[config.mk]
export PLATFORM = sky130hd
export DESIGN_NAME = cam_fill_ctrl_flat
export DESIGN_NICKNAME = d
export VERILOG_FILES = /design/src/rtl/cam_fill_ctrl_pkg.sv /design/src/rtl/cam_fill_ctrl_if.sv /design/src/rtl/cam_fill_ctrl_victim_ptr.sv /design/src/rtl/cam_fill_ctrl.sv /design/src/flat_wrapper.sv
export SDC_FILE = /design/constraint.sdc
export NUM_CORES = 1
export LEC_CHECK = 0
export CORE_AREA = 3 3 78 80
export DETAILED_ROUTE_END_ITERATION = 8
export DIE_AREA = 0 0 81 83
export PLACE_DENSITY = 0.91
export SYNTH_ARGS = -nofsm -noshare
export SYNTH_HDL_FRONTEND = slang
export SYNTH_SLANG_ARGS = --single-unit
[constraint.sdc]
create_clock -name clk -period 3 [get_ports clk]
set_input_delay 0.45 -clock clk [delete_from_list [all_inputs] [get_ports clk]]
set_output_delay 0.45 -clock clk [all_outputs]
set_load 0.02 [all_outputs]
[src/rtl/cam_fill_ctrl_pkg.sv]
// Shared types and reset/idle constants for the CAM fill controller.
// The state encoding is shared by the controller and any bench-side decoding.
package cam_ctrl_pkg;

    typedef enum logic [2:0] {
        IDLE,
        LOOKUP,
        MEM_REQ,
        MEM_WAIT,
        FILL,
        RESP,
        FLUSH
    } state_t;

    localparam state_t RST_STATE        = IDLE;
    localparam logic   RST_REQ_READY    = 1'b1;
    localparam logic   IDLE_CAM_WRITE_N = 1'b1;

endpackage

[src/rtl/cam_fill_ctrl_if.sv]
// Bundle of client, CAM and backing-memory signals around the fill controller.
// master = controller side, slave = client/CAM/memory side.
interface cam_fill_ctrl_if #(
    parameter int WORDS     = 8,
    parameter int BITS      = 8,
    parameter int TAG_SZ    = 8,
    parameter int ADDR_LEFT = $clog2(WORDS) - 1
);
    import cam_ctrl_pkg::*;

    logic                req_valid;
    logic                req_ready;
    logic [TAG_SZ-1:0]   req_tag;
    logic                rsp_valid;
    logic [BITS-1:0]     rsp_data;
    logic                rsp_hit;
    logic                flush;
    logic                cam_read;
    logic [TAG_SZ-1:0]   cam_check_tag;
    logic [BITS-1:0]     cam_data;
    logic                cam_found;
    logic                cam_write_;
    logic [ADDR_LEFT:0]  cam_w_addr;
    logic [BITS-1:0]     cam_wdata;
    logic [TAG_SZ-1:0]   cam_new_tag;
    logic                cam_new_valid;
    logic                mem_req_valid;
    logic                mem_req_ready;
    logic [TAG_SZ-1:0]   mem_req_tag;
    logic                mem_rsp_valid;
    logic [BITS-1:0]     mem_rsp_data;

    modport master (
        input  req_valid, req_tag, flush, cam_data, cam_found,
               mem_req_ready, mem_rsp_valid, mem_rsp_data,
        output req_ready, rsp_valid, rsp_data, rsp_hit, cam_read, cam_check_tag,
               cam_write_, cam_w_addr, cam_wdata, cam_new_tag, cam_new_valid,
               mem_req_valid, mem_req_tag
    );

    modport slave (
        output req_valid, req_tag, flush, cam_data, cam_found,
               mem_req_ready, mem_rsp_valid, mem_rsp_data,
        input  req_ready, rsp_valid, rsp_data, rsp_hit, cam_read, cam_check_tag,
               cam_write_, cam_w_addr, cam_wdata, cam_new_tag, cam_new_valid,
               mem_req_valid, mem_req_tag
    );

endinterface

[src/rtl/cam_fill_ctrl_victim_ptr.sv]
// Round-robin replacement pointer: advances once per fill, cleared by flush.
module cam_victim_ptr
    import cam_ctrl_pkg::*;
#(
    parameter int WORDS     = 8,
    parameter int ADDR_LEFT = $clog2(WORDS) - 1
) (
    input  logic               clk,
    input  logic               rst_,
    input  logic               inc,
    input  logic               clr,
    output logic [ADDR_LEFT:0] ptr
);

    logic [ADDR_LEFT:0] ptr_q;
    logic [ADDR_LEFT:0] ptr_d;

    // Clear has priority so a flush always leaves the pointer at entry 0.
    always_comb begin
        ptr_d = ptr_q;
        if (clr) begin
            ptr_d = '0;
        end else if (inc) begin
            if (ptr_q == (ADDR_LEFT+1)'(WORDS - 1)) begin
                ptr_d = '0;
            end else begin
                ptr_d = ptr_q + (ADDR_LEFT+1)'(1);
            end
        end
    end

    always_ff @(posedge clk or negedge rst_) begin
        if (!rst_) begin
            ptr_q <= '0;
        end else begin
            ptr_q <= ptr_d;
        end
    end

    assign ptr = ptr_q;

endmodule

[src/rtl/cam_fill_ctrl.sv]
// Request-side CAM controller: lookup, miss fetch from memory, fill and flush.
// All outputs are registered and derived from the next state.
module cam_fill_ctrl
    import cam_ctrl_pkg::*;
#(
    parameter int WORDS     = 8,
    parameter int BITS      = 8,
    parameter int TAG_SZ    = 8,
    parameter int ADDR_LEFT = $clog2(WORDS) - 1
) (
    input  logic            clk,
    input  logic            rst_,
    cam_fill_ctrl_if.master bus
);

    state_t              state_q, state_d;
    logic [TAG_SZ-1:0]   tag_q, tag_d;
    logic [BITS-1:0]     data_q, data_d;
    logic                hit_q, hit_d;

    logic                req_ready_q, req_ready_d;
    logic                cam_read_q, cam_read_d;
    logic [TAG_SZ-1:0]   cam_check_tag_q, cam_check_tag_d;
    logic                cam_write_n_q, cam_write_n_d;
    logic [ADDR_LEFT:0]  cam_w_addr_q, cam_w_addr_d;
    logic [BITS-1:0]     cam_wdata_q, cam_wdata_d;
    logic [TAG_SZ-1:0]   cam_new_tag_q, cam_new_tag_d;
    logic                cam_new_valid_q, cam_new_valid_d;
    logic                mem_req_valid_q, mem_req_valid_d;
    logic [TAG_SZ-1:0]   mem_req_tag_q, mem_req_tag_d;
    logic                rsp_valid_q, rsp_valid_d;
    logic [BITS-1:0]     rsp_data_q, rsp_data_d;
    logic                rsp_hit_q, rsp_hit_d;

    logic [ADDR_LEFT:0]  victim;
    logic                victim_inc;
    logic                victim_clr;

    assign victim_inc = (state_q == FILL);
    assign victim_clr = (state_q == FLUSH);

    cam_victim_ptr #(
        .WORDS     (WORDS),
        .ADDR_LEFT (ADDR_LEFT)
    ) u_victim_ptr (
        .clk (clk),
        .rst_(rst_),
        .inc (victim_inc),
        .clr (victim_clr),
        .ptr (victim)
    );

    always_comb begin
        state_d = state_q;
        tag_d   = tag_q;
        data_d  = data_q;
        hit_d   = hit_q;

        case (state_q)
            IDLE: begin
                // Flush wins over a request arriving in the same cycle.
                if (bus.flush) begin
                    state_d = FLUSH;
                end else if (bus.req_valid) begin
                    tag_d   = bus.req_tag;
                    state_d = LOOKUP;
                end
            end
            LOOKUP: begin
                if (bus.cam_found) begin
                    data_d  = bus.cam_data;
                    hit_d   = 1'b1;
                    state_d = RESP;
                end else begin
                    hit_d   = 1'b0;
                    state_d = MEM_REQ;
                end
            end
            MEM_REQ: begin
                if (bus.mem_req_ready) begin
                    state_d = MEM_WAIT;
                end
            end
            MEM_WAIT: begin
                if (bus.mem_rsp_valid) begin
                    data_d  = bus.mem_rsp_data;
                    state_d = FILL;
                end
            end
            FILL:    state_d = RESP;
            RESP:    state_d = IDLE;
            FLUSH: begin
                // The write address doubles as the flush sweep counter.
                if (cam_w_addr_q == (ADDR_LEFT+1)'(WORDS - 1)) begin
                    state_d = IDLE;
                end
            end
            default: state_d = IDLE;
        endcase

        req_ready_d     = 1'b0;
        cam_read_d      = 1'b0;
        cam_check_tag_d = '0;
        cam_write_n_d   = IDLE_CAM_WRITE_N;
        cam_w_addr_d    = '0;
        cam_wdata_d     = '0;
        cam_new_tag_d   = '0;
        cam_new_valid_d = 1'b0;
        mem_req_valid_d = 1'b0;
        mem_req_tag_d   = '0;
        rsp_valid_d     = 1'b0;
        rsp_data_d      = '0;
        rsp_hit_d       = 1'b0;

        case (state_d)
            IDLE:    req_ready_d = 1'b1;
            LOOKUP: begin
                cam_read_d      = 1'b1;
                cam_check_tag_d = tag_d;
            end
            MEM_REQ: begin
                mem_req_valid_d = 1'b1;
                mem_req_tag_d   = tag_d;
            end
            FILL: begin
                cam_write_n_d   = 1'b0;
                cam_w_addr_d    = victim;
                cam_wdata_d     = data_d;
                cam_new_tag_d   = tag_d;
                cam_new_valid_d = 1'b1;
            end
            RESP: begin
                rsp_valid_d = 1'b1;
                rsp_data_d  = data_d;
                rsp_hit_d   = hit_d;
            end
            FLUSH: begin
                cam_write_n_d = 1'b0;
                cam_w_addr_d  = (state_q == FLUSH) ? cam_w_addr_q + (ADDR_LEFT+1)'(1) : '0;
            end
            default: ;
        endcase
    end

    always_ff @(posedge clk or negedge rst_) begin
        if (!rst_) begin
            state_q         <= RST_STATE;
            tag_q           <= '0;
            data_q          <= '0;
            hit_q           <= 1'b0;
            req_ready_q     <= RST_REQ_READY;
            cam_read_q      <= 1'b0;
            cam_check_tag_q <= '0;
            cam_write_n_q   <= IDLE_CAM_WRITE_N;
            cam_w_addr_q    <= '0;
            cam_wdata_q     <= '0;
            cam_new_tag_q   <= '0;
            cam_new_valid_q <= 1'b0;
            mem_req_valid_q <= 1'b0;
            mem_req_tag_q   <= '0;
            rsp_valid_q     <= 1'b0;
            rsp_data_q      <= '0;
            rsp_hit_q       <= 1'b0;
        end else begin
            state_q         <= state_d;
            tag_q           <= tag_d;
            data_q          <= data_d;
            hit_q           <= hit_d;
            req_ready_q     <= req_ready_d;
            cam_read_q      <= cam_read_d;
            cam_check_tag_q <= cam_check_tag_d;
            cam_write_n_q   <= cam_write_n_d;
            cam_w_addr_q    <= cam_w_addr_d;
            cam_wdata_q     <= cam_wdata_d;
            cam_new_tag_q   <= cam_new_tag_d;
            cam_new_valid_q <= cam_new_valid_d;
            mem_req_valid_q <= mem_req_valid_d;
            mem_req_tag_q   <= mem_req_tag_d;
            rsp_valid_q     <= rsp_valid_d;
            rsp_data_q      <= rsp_data_d;
            rsp_hit_q       <= rsp_hit_d;
        end
    end

    assign bus.req_ready     = req_ready_q;
    assign bus.cam_read      = cam_read_q;
    assign bus.cam_check_tag = cam_check_tag_q;
    assign bus.cam_write_    = cam_write_n_q;
    assign bus.cam_w_addr    = cam_w_addr_q;
    assign bus.cam_wdata     = cam_wdata_q;
    assign bus.cam_new_tag   = cam_new_tag_q;
    assign bus.cam_new_valid = cam_new_valid_q;
    assign bus.mem_req_valid = mem_req_valid_q;
    assign bus.mem_req_tag   = mem_req_tag_q;
    assign bus.rsp_valid     = rsp_valid_q;
    assign bus.rsp_data      = rsp_data_q;
    assign bus.rsp_hit       = rsp_hit_q;

endmodule

[src/flat_wrapper.sv]
// flat-port wrapper written by rule: the top's interface ports become plain ports
module cam_fill_ctrl_flat import cam_ctrl_pkg::*;
#(
    parameter int WORDS     = 8,
    parameter int BITS      = 8,
    parameter int TAG_SZ    = 8,
    parameter int ADDR_LEFT = $clog2(WORDS) - 1
)
  (clk, rst_, bus_req_valid, bus_req_tag, bus_flush, bus_cam_data, bus_cam_found, bus_mem_req_ready, bus_mem_rsp_valid, bus_mem_rsp_data, bus_req_ready, bus_rsp_valid, bus_rsp_data, bus_rsp_hit, bus_cam_read, bus_cam_check_tag, bus_cam_write_, bus_cam_w_addr, bus_cam_wdata, bus_cam_new_tag, bus_cam_new_valid, bus_mem_req_valid, bus_mem_req_tag);
  cam_fill_ctrl_if #(.WORDS(WORDS), .BITS(BITS), .TAG_SZ(TAG_SZ), .ADDR_LEFT(ADDR_LEFT)) bus_i ();
  input  logic clk;
  input  logic rst_;
  input wire logic [$bits(bus_i.req_valid)-1:0] bus_req_valid;
  input wire logic [$bits(bus_i.req_tag)-1:0] bus_req_tag;
  input wire logic [$bits(bus_i.flush)-1:0] bus_flush;
  input wire logic [$bits(bus_i.cam_data)-1:0] bus_cam_data;
  input wire logic [$bits(bus_i.cam_found)-1:0] bus_cam_found;
  input wire logic [$bits(bus_i.mem_req_ready)-1:0] bus_mem_req_ready;
  input wire logic [$bits(bus_i.mem_rsp_valid)-1:0] bus_mem_rsp_valid;
  input wire logic [$bits(bus_i.mem_rsp_data)-1:0] bus_mem_rsp_data;
  output wire logic [$bits(bus_i.req_ready)-1:0] bus_req_ready;
  output wire logic [$bits(bus_i.rsp_valid)-1:0] bus_rsp_valid;
  output wire logic [$bits(bus_i.rsp_data)-1:0] bus_rsp_data;
  output wire logic [$bits(bus_i.rsp_hit)-1:0] bus_rsp_hit;
  output wire logic [$bits(bus_i.cam_read)-1:0] bus_cam_read;
  output wire logic [$bits(bus_i.cam_check_tag)-1:0] bus_cam_check_tag;
  output wire logic [$bits(bus_i.cam_write_)-1:0] bus_cam_write_;
  output wire logic [$bits(bus_i.cam_w_addr)-1:0] bus_cam_w_addr;
  output wire logic [$bits(bus_i.cam_wdata)-1:0] bus_cam_wdata;
  output wire logic [$bits(bus_i.cam_new_tag)-1:0] bus_cam_new_tag;
  output wire logic [$bits(bus_i.cam_new_valid)-1:0] bus_cam_new_valid;
  output wire logic [$bits(bus_i.mem_req_valid)-1:0] bus_mem_req_valid;
  output wire logic [$bits(bus_i.mem_req_tag)-1:0] bus_mem_req_tag;
  assign bus_i.req_valid = bus_req_valid;
  assign bus_i.req_tag = bus_req_tag;
  assign bus_i.flush = bus_flush;
  assign bus_i.cam_data = bus_cam_data;
  assign bus_i.cam_found = bus_cam_found;
  assign bus_i.mem_req_ready = bus_mem_req_ready;
  assign bus_i.mem_rsp_valid = bus_mem_rsp_valid;
  assign bus_i.mem_rsp_data = bus_mem_rsp_data;
  assign bus_req_ready = bus_i.req_ready;
  assign bus_rsp_valid = bus_i.rsp_valid;
  assign bus_rsp_data = bus_i.rsp_data;
  assign bus_rsp_hit = bus_i.rsp_hit;
  assign bus_cam_read = bus_i.cam_read;
  assign bus_cam_check_tag = bus_i.cam_check_tag;
  assign bus_cam_write_ = bus_i.cam_write_;
  assign bus_cam_w_addr = bus_i.cam_w_addr;
  assign bus_cam_wdata = bus_i.cam_wdata;
  assign bus_cam_new_tag = bus_i.cam_new_tag;
  assign bus_cam_new_valid = bus_i.cam_new_valid;
  assign bus_mem_req_valid = bus_i.mem_req_valid;
  assign bus_mem_req_tag = bus_i.mem_req_tag;
  cam_fill_ctrl #(.WORDS(WORDS), .BITS(BITS), .TAG_SZ(TAG_SZ), .ADDR_LEFT(ADDR_LEFT)) u_core (.clk(clk), .rst_(rst_), .bus(bus_i));
endmodule
# Yosys cells after proc, flatten, opt, wreduce, memory -nomap -nowiden
# Cells that the tools add are included.
totals:
  ff_bits: 73
  out_inout_bits: 50
  in_bits: 31
  wordCells: 68
op_classes:
  mux: 32
  n_reduce_logical: 4
  add_sub_neg: 2
  eq_ne: 12
ops:
  columns: ["operator", "count"]
  rows:
  - ["8-bit two-way mux", 10]
  - ["3-bit two-way mux", 10]
  - ["3-bit equality test (second input constant)", 7]
  - ["3-bit one-hot mux with 6 select lines", 1]
  - ["8-bit one-hot mux with 2 select lines", 1]
  - ["3-bit by 2-bit equality test with 1-bit output (second input constant)", 3]
  - ["1-bit two-way mux", 9]
  - ["3-bit by 1-bit adder with 3-bit output (second input constant)", 2]
  - ["3-bit by 1-bit equality test with 1-bit output (second input constant)", 2]
  - ["3-bit logical NOT", 2]
  - ["3-bit one-hot mux with 2 select lines", 1]
  - ["2-bit nonzero test", 1]
  - ["2-bit OR reduction", 1]

# Depth between registers and ports, before layout
# Gate-level depths: netlist (run 1).
depth:
  word_depth: 6
  ltp_mapped: 7
  depth_no_buf: 6

# By module
# From an unflattened synthesis (run 1), not the netlist that was laid out.
unflattened:
  cells_unflattened: 214
  hier_area_um2: 2869.0
modules_own_cells:
  columns: ["module", "cells_each", "area_per_inst_um2", "n_inst"]
  rows:
  - ["cam_fill_ctrl", 202, 2717.6, 1]
  - ["cam_victim_ptr", 12, 151.4, 1]

# Least setup slack after synthesis (run 1)
# OpenSTA, ideal clock, no wires.
synth_timing:
  path_type: "register to register"
  from: "register u_core.cam_w_addr_q[0] (netlist: u_core.bus.cam_w_addr[0])"
  to: "register u_core.req_ready_q (netlist: u_core.bus.req_ready)"
  synth_period_minus_slack_ns: 1.503
  setup_slack_ns: 1.497
  t_arrival_ns: 1.422
  t_required_ns: 2.918
  stages_incl_launch_ff: 6
  path_buffers: 0
  path_cell_list: "dfrtp_1 > ha_1 > ha_1 > and4bb_2 > a211o_1 > nor3_1"
synth_between:
  elab_chain_len: 5
synth_rtl:
  columns: ["element", "line", "source"]
  rows:
  - ["from (decl)", "cam_fill_ctrl.sv:25", "logic [ADDR_LEFT:0] cam_w_addr_q, cam_w_addr_d;"]
  - ["from (signal assigned)", "cam_fill_ctrl.sv:173", "cam_w_addr_q <= cam_w_addr_d;"]
  - ["3-bit equality test", "cam_fill_ctrl.sv:94", "if (cam_w_addr_q == (ADDR_LEFT+1)'(WORDS - 1)) begin"]
  - ["3-bit two-way mux", "cam_fill_ctrl.sv:94", null]
  - ["3-bit one-hot mux with 6 select lines", "cam_fill_ctrl.sv:59", "case (state_q)"]
  - ["via u_core.state_d[1]", "cam_fill_ctrl.sv:16", "state_t state_q, state_d;"]
  - ["3-bit logical NOT", "cam_fill_ctrl.sv:115", "case (state_d)"]
  - ["1-bit two-way mux", "cam_fill_ctrl.sv:115", null]
  - ["via u_core.req_ready_d", "cam_fill_ctrl.sv:21", "logic req_ready_q, req_ready_d;"]
  - ["to (signal assigned)", "cam_fill_ctrl.sv:169", "req_ready_q <= req_ready_d;"]
  - ["to (decl)", "cam_fill_ctrl.sv:21", null]
# The timed path passes the listed nets, and every way through them passes these cells.
# A chain may end at the register's enable or synchronous reset.

# Final worst setup path (run 1)
layout_timing:
  from: "register u_core.cam_write_n_q (netlist: u_core.bus.cam_write_)"
  to: "output bus_cam_write_"
layout_lines:
  columns: ["element", "line", "source"]
  rows:
  - ["from (decl)", "cam_fill_ctrl.sv:24", "logic cam_write_n_q, cam_write_n_d;"]
  - ["from (signal assigned)", "cam_fill_ctrl.sv:172", "cam_write_n_q <= cam_write_n_d;"]
  - ["to (decl)", "flat_wrapper.sv:27", "output wire logic [$bits(bus_i.cam_write_)-1:0] bus_cam_write_;"]
# No word-level cell between the ends.

==> results of run 1 <==
[layout by cell type (no fill, tap or decap), drive strengths merged, types with 4 or more instances in the layout]
master | Yosys | routed
a31oi | 8 | 8
and2 | 10 | 10
clkbuf | 0 | 11
clkdlybuf4s50 | 0 | 79
dfrtp | 71 | 71
ha | 4 | 4
inv | 22 | 22
mux2i | 8 | 8
nand2 | 29 | 29
nand2b | 4 | 4
nand3 | 8 | 8
nor2 | 17 | 17
nor2b | 4 | 4
o21ai | 5 | 5
[metrics by stage]
| step | hold WS, ps | util | setup slack (ps) | cells | instance area, um^2 |
|---|---|---|---|---|---|
| after global placement | 452 | 0.650 | 1020 | 365 | 3550 |
| after CTS | 334 | 0.684 | 1070 | 381 | 3740 |
| after floorplan | 154 | - | 1500 | 218 | 2710 |
| after detailed placement | 482 | 0.650 | 918 | 365 | 3550 |
| final | 299 | 0.684 | 1090 | 381 | 3740 |
| after global routing | 381 | 0.684 | 1050 | 381 | 3740 |
[layer usage]
metal	GRT usage	vias to the layer above
met5	0	-
met4	0.0906	0
met3	0.0597	13
met2	0.298	62
met1	0.208	905
li1	-	878
[worst max path at each step]
| stage | endpoint | cells past startpoint | start | slack (ps) |
|---|---|---|---|---|
| floorplan | u_core.bus.req_ready | 5 | u_core.bus.cam_w_addr[0] | 1500 |
| global placement | u_core.bus.req_ready | 5 | bus_cam_found | 1020 |
| detailed placement | u_core.bus.req_ready | 5 | bus_cam_found | 920 |
| CTS | bus_cam_write_ | 1 | u_core.bus.cam_write_ | 1070 |
| global route | bus_req_ready | 1 | u_core.bus.req_ready | 1050 |
| finish | bus_cam_write_ | 1 | u_core.bus.cam_write_ | 1090 |
[power by group through the flow]
| stage | Sequential [mW] | Combinational [mW] | Clock [mW] |
|---|---|---|---|
| after floorplan | 1.53 | 0.557 | 0 |
| after global routing | 1.43 | 1.18 | 0.790 |
| after CTS | 1.41 | 1.09 | 0.741 |
| after global placement | 1.41 | 1.04 | 0 |
| final | 1.41 | 1.08 | 0.727 |
| after detailed placement | 1.42 | 1.08 | 0 |
[registers in the layout, indices dropped and copies added, names as in the netlist]
register / flops
u_core.bus.cam_read: 1
u_core.bus.cam_new_valid: 1
u_core.bus.cam_w_addr: 3
u_core.bus.cam_write_: 1
u_core.bus.rsp_data: 8
u_core.tag_q: 8
u_core.bus.cam_check_tag: 8
u_core.bus.mem_req_tag: 8
u_core.bus.rsp_valid: 1
u_core.u_victim_ptr.ptr: 3
u_core.hit_q: 1
u_core.bus.rsp_hit: 1
u_core.bus.cam_wdata: 8
u_core.state_q: 3
u_core.data_q: 8
u_core.bus.cam_new_tag: 8
u_core.bus.mem_req_valid: 1
u_core.bus.req_ready: 1
[cell families after synthesis]
family | after synthesis
AND/OR/NAND/NOR | 80
flip-flops | 73
buffers and inverters | 28
AO/OA/AOI/OAI | 23
multiplexers | 10
adder cells (fa/ha/maj) | 4
[area by class of cell]
cell class,count,area [um^2],area share
repair buffers,81,803,0.215
clock buffers,11,131,0.0351
inverters,22,85.1,0.0227
multi-input cells,117,747,0.200
flip-flops and latches,73,1830,0.489
well taps,72,90.1,0.0241
clock inverters,5,56.3,0.0150
==> run summary, run 1 <==
status: finished clean
Met1 Wirelength: 2.27 mm
post-synth top area cell: dfrtp_1
clock network power share: 0.226
n_diodes: 0
Avg Vias per Cell: 4.88
Total GRT Usage: 0.181
Compound-Gate Fraction of Synth Area: 0.0646
mean post-synth cell area: 12.4 um^2
R2R cell count: 5
initial antenna violation count: 0
area fraction of the dominant cell type after synthesis: 0.655
Synth area leaders: dfrtp_1 65%, nand2_1 3.9%, mux2i_1 3.0%, inv_1 2.8%, nor2_1 2.4%
total of max-cap violations: 0
Yosys warnings: 0
routed wire length: 5.63 mm
Netlist Area Pre-Place: 2710 um^2
maximum VDD drop: 514 uV
NetSw: 1.08 mW
LEAKAGE: 1.82 nW
grt total ovfl: 0
Max Slew Vio Count: 0
Setup Fix Bufs, Post-CTS: 0
routability cong.: 0.781
Die Ht: 83 um
final hold vios: 0
clock sink total: 73
XOR/XNOR share of the synthesized area: 0
actual slew at the worst max-slew pin: 876 ps
multiplexer share of the synthesized area: 0.0378
Core Rows: 27
Top Metal Used: met4
CP Class: reg -> out
CTS clk-pin slew, worst paths: 70 ps
Main synth FF type: dfrtp_1
startpoint types: flop
Hold Buf Count CTS: 0
RSZ-0062 raised after global routing: false
io pins: 81
post_cts resized: 0
RR Endpoint: u_core.bus.mem_req_tag[3]
crit share post-route: 0.637
Max clock buf depth: 2
Synth Area in Adders: 0.0185
Residual DRC: 0
CORE AREA: 5470 um^2
met2 WL post-DR: 2.83 mm
nature of the critical path endpoint: output pin
Total Die Area: 6720 um^2
worst reg2reg setup slack: 1210 ps
filler instances: 384
CTS buffer count: 9
sequential share of the synthesized area: 0.674
Final Critical Period: 1910 ps
final setup TNS: 0 ps
Starting Density: 0.496
sw frac: 0.337
Post-synth top cells: 71 x dfrtp_1, 28 x nand2_1, 20 x inv_1, 17 x nor2_1, 10 x and2_1
endpoints failing setup: 0
largest net degree at the start of global routing: 74
CP max stage cell: clkdlybuf4s50_1
# nets final: 339
cell with the most instances after synthesis: dfrtp_1
internal power: 2.13 mW
Slew HR: 0.416
Post-synth EDFFs: 0
HPWL Detailed: 3.89 mm
Starting DRT DRC Count: 98
Post-Syn Nets: 253
ANT nets after route: 0
worst r2r src: u_core.state_q[1]
PwrDens: 859 nW/um^2
via count: 1858
Routed wire per std cell: 14.8 um
Synth Area in Simple Gates: 0.155
Tot Pwr: 3.21 mW
drt pass-1 iters: 4
critical path buffer and inverter count: 1
Synth Instances: 218
cell chain of the critical path: clkdlybuf4s50_1
Worst-Skew Late Latency: 340 ps
met3 wire length: 400 um
I/O Buffers: 80
#FFs+latches synth: 73
Hold Crit Class: in -> async
main combinational cell family by area after synthesis: simple AND/OR/NAND/NOR gates
layout cells sized above 1: 0.107
Clock Skew: 6.69 ps
Area Growth Syn to Fin: 38.0%
delay-heaviest family, CP: buffers and inverters
Gate power share: 0.336
CTS tree: yes
H-tree levels: 3
FMAX: 523 MHz
DIE WIDTH: 81 um
vias in the first global route: 1932
clk root buf: clkbuf_8
Worst EP arrival: 1460 ps
crit-path max FO: 1
Worst EP required: 2550 ps
Synth async-reset ratio: 1.00
Synth cell types: 36
share of power burned in registers: 0.437
CP max stage delay: 590 ps
first-pass GRT wire length: 9.05 mm
Power figures use the tool's default switching activity.
==> inputs of run 2 (changes only) <==
--- a/config.mk
+++ b/config.mk
@@ -5,10 +5,10 @@
 export SDC_FILE = /design/constraint.sdc
 export NUM_CORES = 1
 export LEC_CHECK = 0
-export CORE_AREA = 3 3 78 80
+export CORE_AREA = 3 3 85 87
 export DETAILED_ROUTE_END_ITERATION = 8
-export DIE_AREA = 0 0 81 83
-export PLACE_DENSITY = 0.91
+export DIE_AREA = 0 0 88 90
+export PLACE_DENSITY = 0.82
 export SYNTH_ARGS = -nofsm -noshare
 export SYNTH_HDL_FRONTEND = slang
 export SYNTH_SLANG_ARGS = --single-unit
==> constraint.sdc (replaced) <==
create_clock -name clk -period 1.72 [get_ports clk]
set_input_delay 0.258 -clock clk [delete_from_list [all_inputs] [get_ports clk]]
set_output_delay 0.258 -clock clk [all_outputs]
set_load 0.02 [all_outputs]
==> run 2 against run 1 <==
Effect of this change:
- count of clock-buffer cells in the layout down 2
- core utilization down 7.5 points
- clock power up 120%
- die area up 18%
- sequential share of layout area down 2.1 points
- hold slack better by 180 ps
- register-to-register slack worse by 1100 ps
- non-clock buffer count up 8
- setup slack worse by 960 ps
- critical path depth up 4
- clock skew up 1.4 ps
- final area up 4.5%
- largest cell class unchanged
==> run summary, run 2 (synthesis gave the netlist of run 1 again) <==
Gate power share: 0.331 (was 0.336)
drt pass-1 iters: 4 (unchanged)
internal power: 4.09 mW (was 2.13 mW)
post-place setup slack: -26.1 ps (was 918 ps)
clk root buf: clkbuf_8 (unchanged)
initial antenna violation count: 0 (unchanged)
I/O Buffers: 80 (unchanged)
Residual DRC: 0 (unchanged)
Worst EP arrival: 1810 ps (was 1460 ps)
clock sink total: 73 (unchanged)
M2 GR Usage: 0.247 (was 0.298)
Slew HR: 0.745 (was 0.416)
filler instances: 513 (was 384)
share of power burned in registers: 0.403 (was 0.437)
Worst EP required: 1940 ps (was 2550 ps)
Worst-Skew Late Latency: 340 ps (about the same)
endpoints failing setup: 0 (unchanged)
FMAX: 629 MHz
Routed wire per std cell: 14.2 um (was 14.8 um)
crit share post-route: 0.924
Max clock buf depth: 2 (unchanged)
sw frac: 0.321 (was 0.337)
Final Critical Period: 1590 ps
crit-path max FO: 17 (was 1)
Starting Density: 0.422 (was 0.496)
total of max-cap violations: 0 (unchanged)
first-pass GRT wire length: 9.06 mm (was 9.05 mm)
layout cells sized above 1: 0.145 (was 0.107)
nature of the critical path endpoint: flop (was output pin)
GR Util met3: 0.0347 (was 0.0597)
Layout Cell Area excl Fill: 3910 um^2 (was 3740 um^2)
HPWL Detailed: 3.95 mm (was 3.89 mm)
via count: 1855 (was 1858)
status: finished clean (unchanged)
startpoint types: flop (unchanged)
Die Ht: 90 um (was 83 um)
Max Slew Vio Count: 0 (unchanged)
Hold Crit Class: in -> async (unchanged)
maximum VDD drop: 756 uV (was 514 uV)
most frequent cells in the layout: 77 x clkdlybuf4s50_1, 70 x dfrtp_1, 28 x nand2_1 (was 79 x clkdlybuf4s50_1, 71 x dfrtp_1, 28 x nand2_1)
grt total ovfl: 0 (unchanged)
placed inst area: 3640 um^2 (was 3550 um^2)
CP Class: reg -> reg (was reg -> out)
H-tree levels: 3 (unchanged)
LEAKAGE: 1.90 nW (was 1.82 nW)
DIE WIDTH: 88 um (was 81 um)
Core Rows: 29 (was 27)
RSZ-0062 raised after global routing: false (unchanged)
GR peak layer: met2 (unchanged)
ANT nets after route: 0 (unchanged)
Clock Skew: 8.06 ps (was 6.69 ps)
Avg Vias per Cell: 4.71 (was 4.88)
CTS tree: yes (unchanged)
commonest non-fill, non-tap cell in the layout: clkdlybuf4s50_1 (unchanged)
actual slew at the worst max-slew pin: 378 ps (was 876 ps)
n_diodes: 0 (unchanged)
CTS buffer count: 9 (unchanged)
grt met1 use: 0.177 (was 0.208)
NetSw: 1.93 mW (was 1.08 mW)
PwrDens: 1540 nW/um^2 (was 859 nW/um^2)
Starting DRT DRC Count: 51 (was 98)
Total GRT Usage: 0.149 (was 0.181)
io pins: 81 (unchanged)
largest net degree at the start of global routing: 74 (unchanged)
CORE AREA: 6420 um^2 (was 5470 um^2)
vias in the first global route: 1971 (was 1932)
routability cong.: 0.803 (was 0.781)
routed wire length: 5.59 mm (was 5.63 mm)
worst r2r src: u_core.state_q[1] (unchanged)
CTS clk-pin slew, worst paths: 80 ps (was 70 ps)
clock network power share: 0.266 (was 0.226)
# nets final: 347 (was 339)
final hold vios: 0 (unchanged)
Area Growth Syn to Fin: 44.2% (was 38.0%)
min setup slack post-route: 130 ps (was 1090 ps)
Total Die Area: 7920 um^2 (was 6720 um^2)
crit path launch: u_core.state_q[1] (was u_core.bus.cam_write_)
## run 2: cell count changes in the layout (fill, tap and decap cells not counted), sizes merged
cell | previous run | this run
bufinv | 1 | 3
clkdlybuf4s50 | 79 | 77
clkbuf | 11 | 9
dlygate4sd2 | 0 | 2
clkinv | 3 | 2
dlygate4sd3 | 0 | 1
buf | 2 | 9
clkinvlp | 1 | 2
## run 2: cell type report
cell class	instances	area, um^2	area share
Sequential cell	73	1830	0.468
Inverter	22	87.6	0.0224
Clock inverter	7	119	0.0304
Timing Repair Buffer	89	888	0.227
Tap cell	77	96.3	0.0246
Multi-Input combinational cell	117	767	0.196
Clock buffer	9	124	0.0317
## run 2: final timing paths
check | end | slack [ps] | cells after the start
hold reg to reg | u_core.hit_q | 480 | 1
max in group asynchronous | u_core.bus.cam_write_ | 920 | 3
setup reg to reg | u_core.bus.mem_req_tag[4] | 130 | 5
min in group clk | u_core.hit_q | 480 | 1
setup / recovery | u_core.bus.mem_req_tag[4] | 130 | 5
hold / removal | u_core.bus.cam_check_tag[0] | 470 | 3
## run 2: metal layers
layer	vias up	part of all wire
met3	15	0.057
met2	62	0.50
met4	0	0.023
met5	-	0
met1	882	0.42
li1	896	-
## run 2: stage by stage
stage	setup TNS [ps]	total power, mW	hold WS [ps]	std cells	util
after CTS	0	6.05	473	394	0.605
after floorplan	0	3.63	-37.6	218	-
after detailed placement	-114	4.45	320	377	0.567
final	0	6.02	474	394	0.609
after global routing	0	6.36	485	394	0.609
after global placement	0	4.35	308	377	0.567
## run 2: power groups by stage
stage	Combinational [mW]	Clock (mW)	Sequential, mW
after floorplan	0.972	0	2.66
after global placement	1.93	0	2.43
after detailed placement	2.00	0	2.45
after CTS	2.00	1.63	2.42
after global routing	2.19	1.70	2.48
final	1.99	1.60	2.43
## run 2: critical path: stages (launching register included)
cell and delay (ps):
dfrtp_2 470, nor3_2 250, nand3b_2 170, inv_6 180, mux2i_1 310, nor2_1 80
## run 2: what timing repair did
item | 4_1_cts | 5_1_grt
endpoints found under the hold margin | 71 | 0
endpoints found under the setup margin | 2 | 22
pin swaps | 0 | 0
cloned | 0 | 0
hold buffers | 1 | 0
buffers inserted | 0 | 0
resized for setup | 2 | 6
==> inputs of run 3 (changes only) <==
--- a/config.mk
+++ b/config.mk
@@ -6,6 +6,7 @@
 export NUM_CORES = 1
 export LEC_CHECK = 0
 export CORE_AREA = 3 3 85 87
+export CTS_CLUSTER_SIZE = 12
 export DETAILED_ROUTE_END_ITERATION = 8
 export DIE_AREA = 0 0 88 90
 export PLACE_DENSITY = 0.82
==> results of run 3 <==
The final DEF is identical to that of run 2; final timing and power are the same.
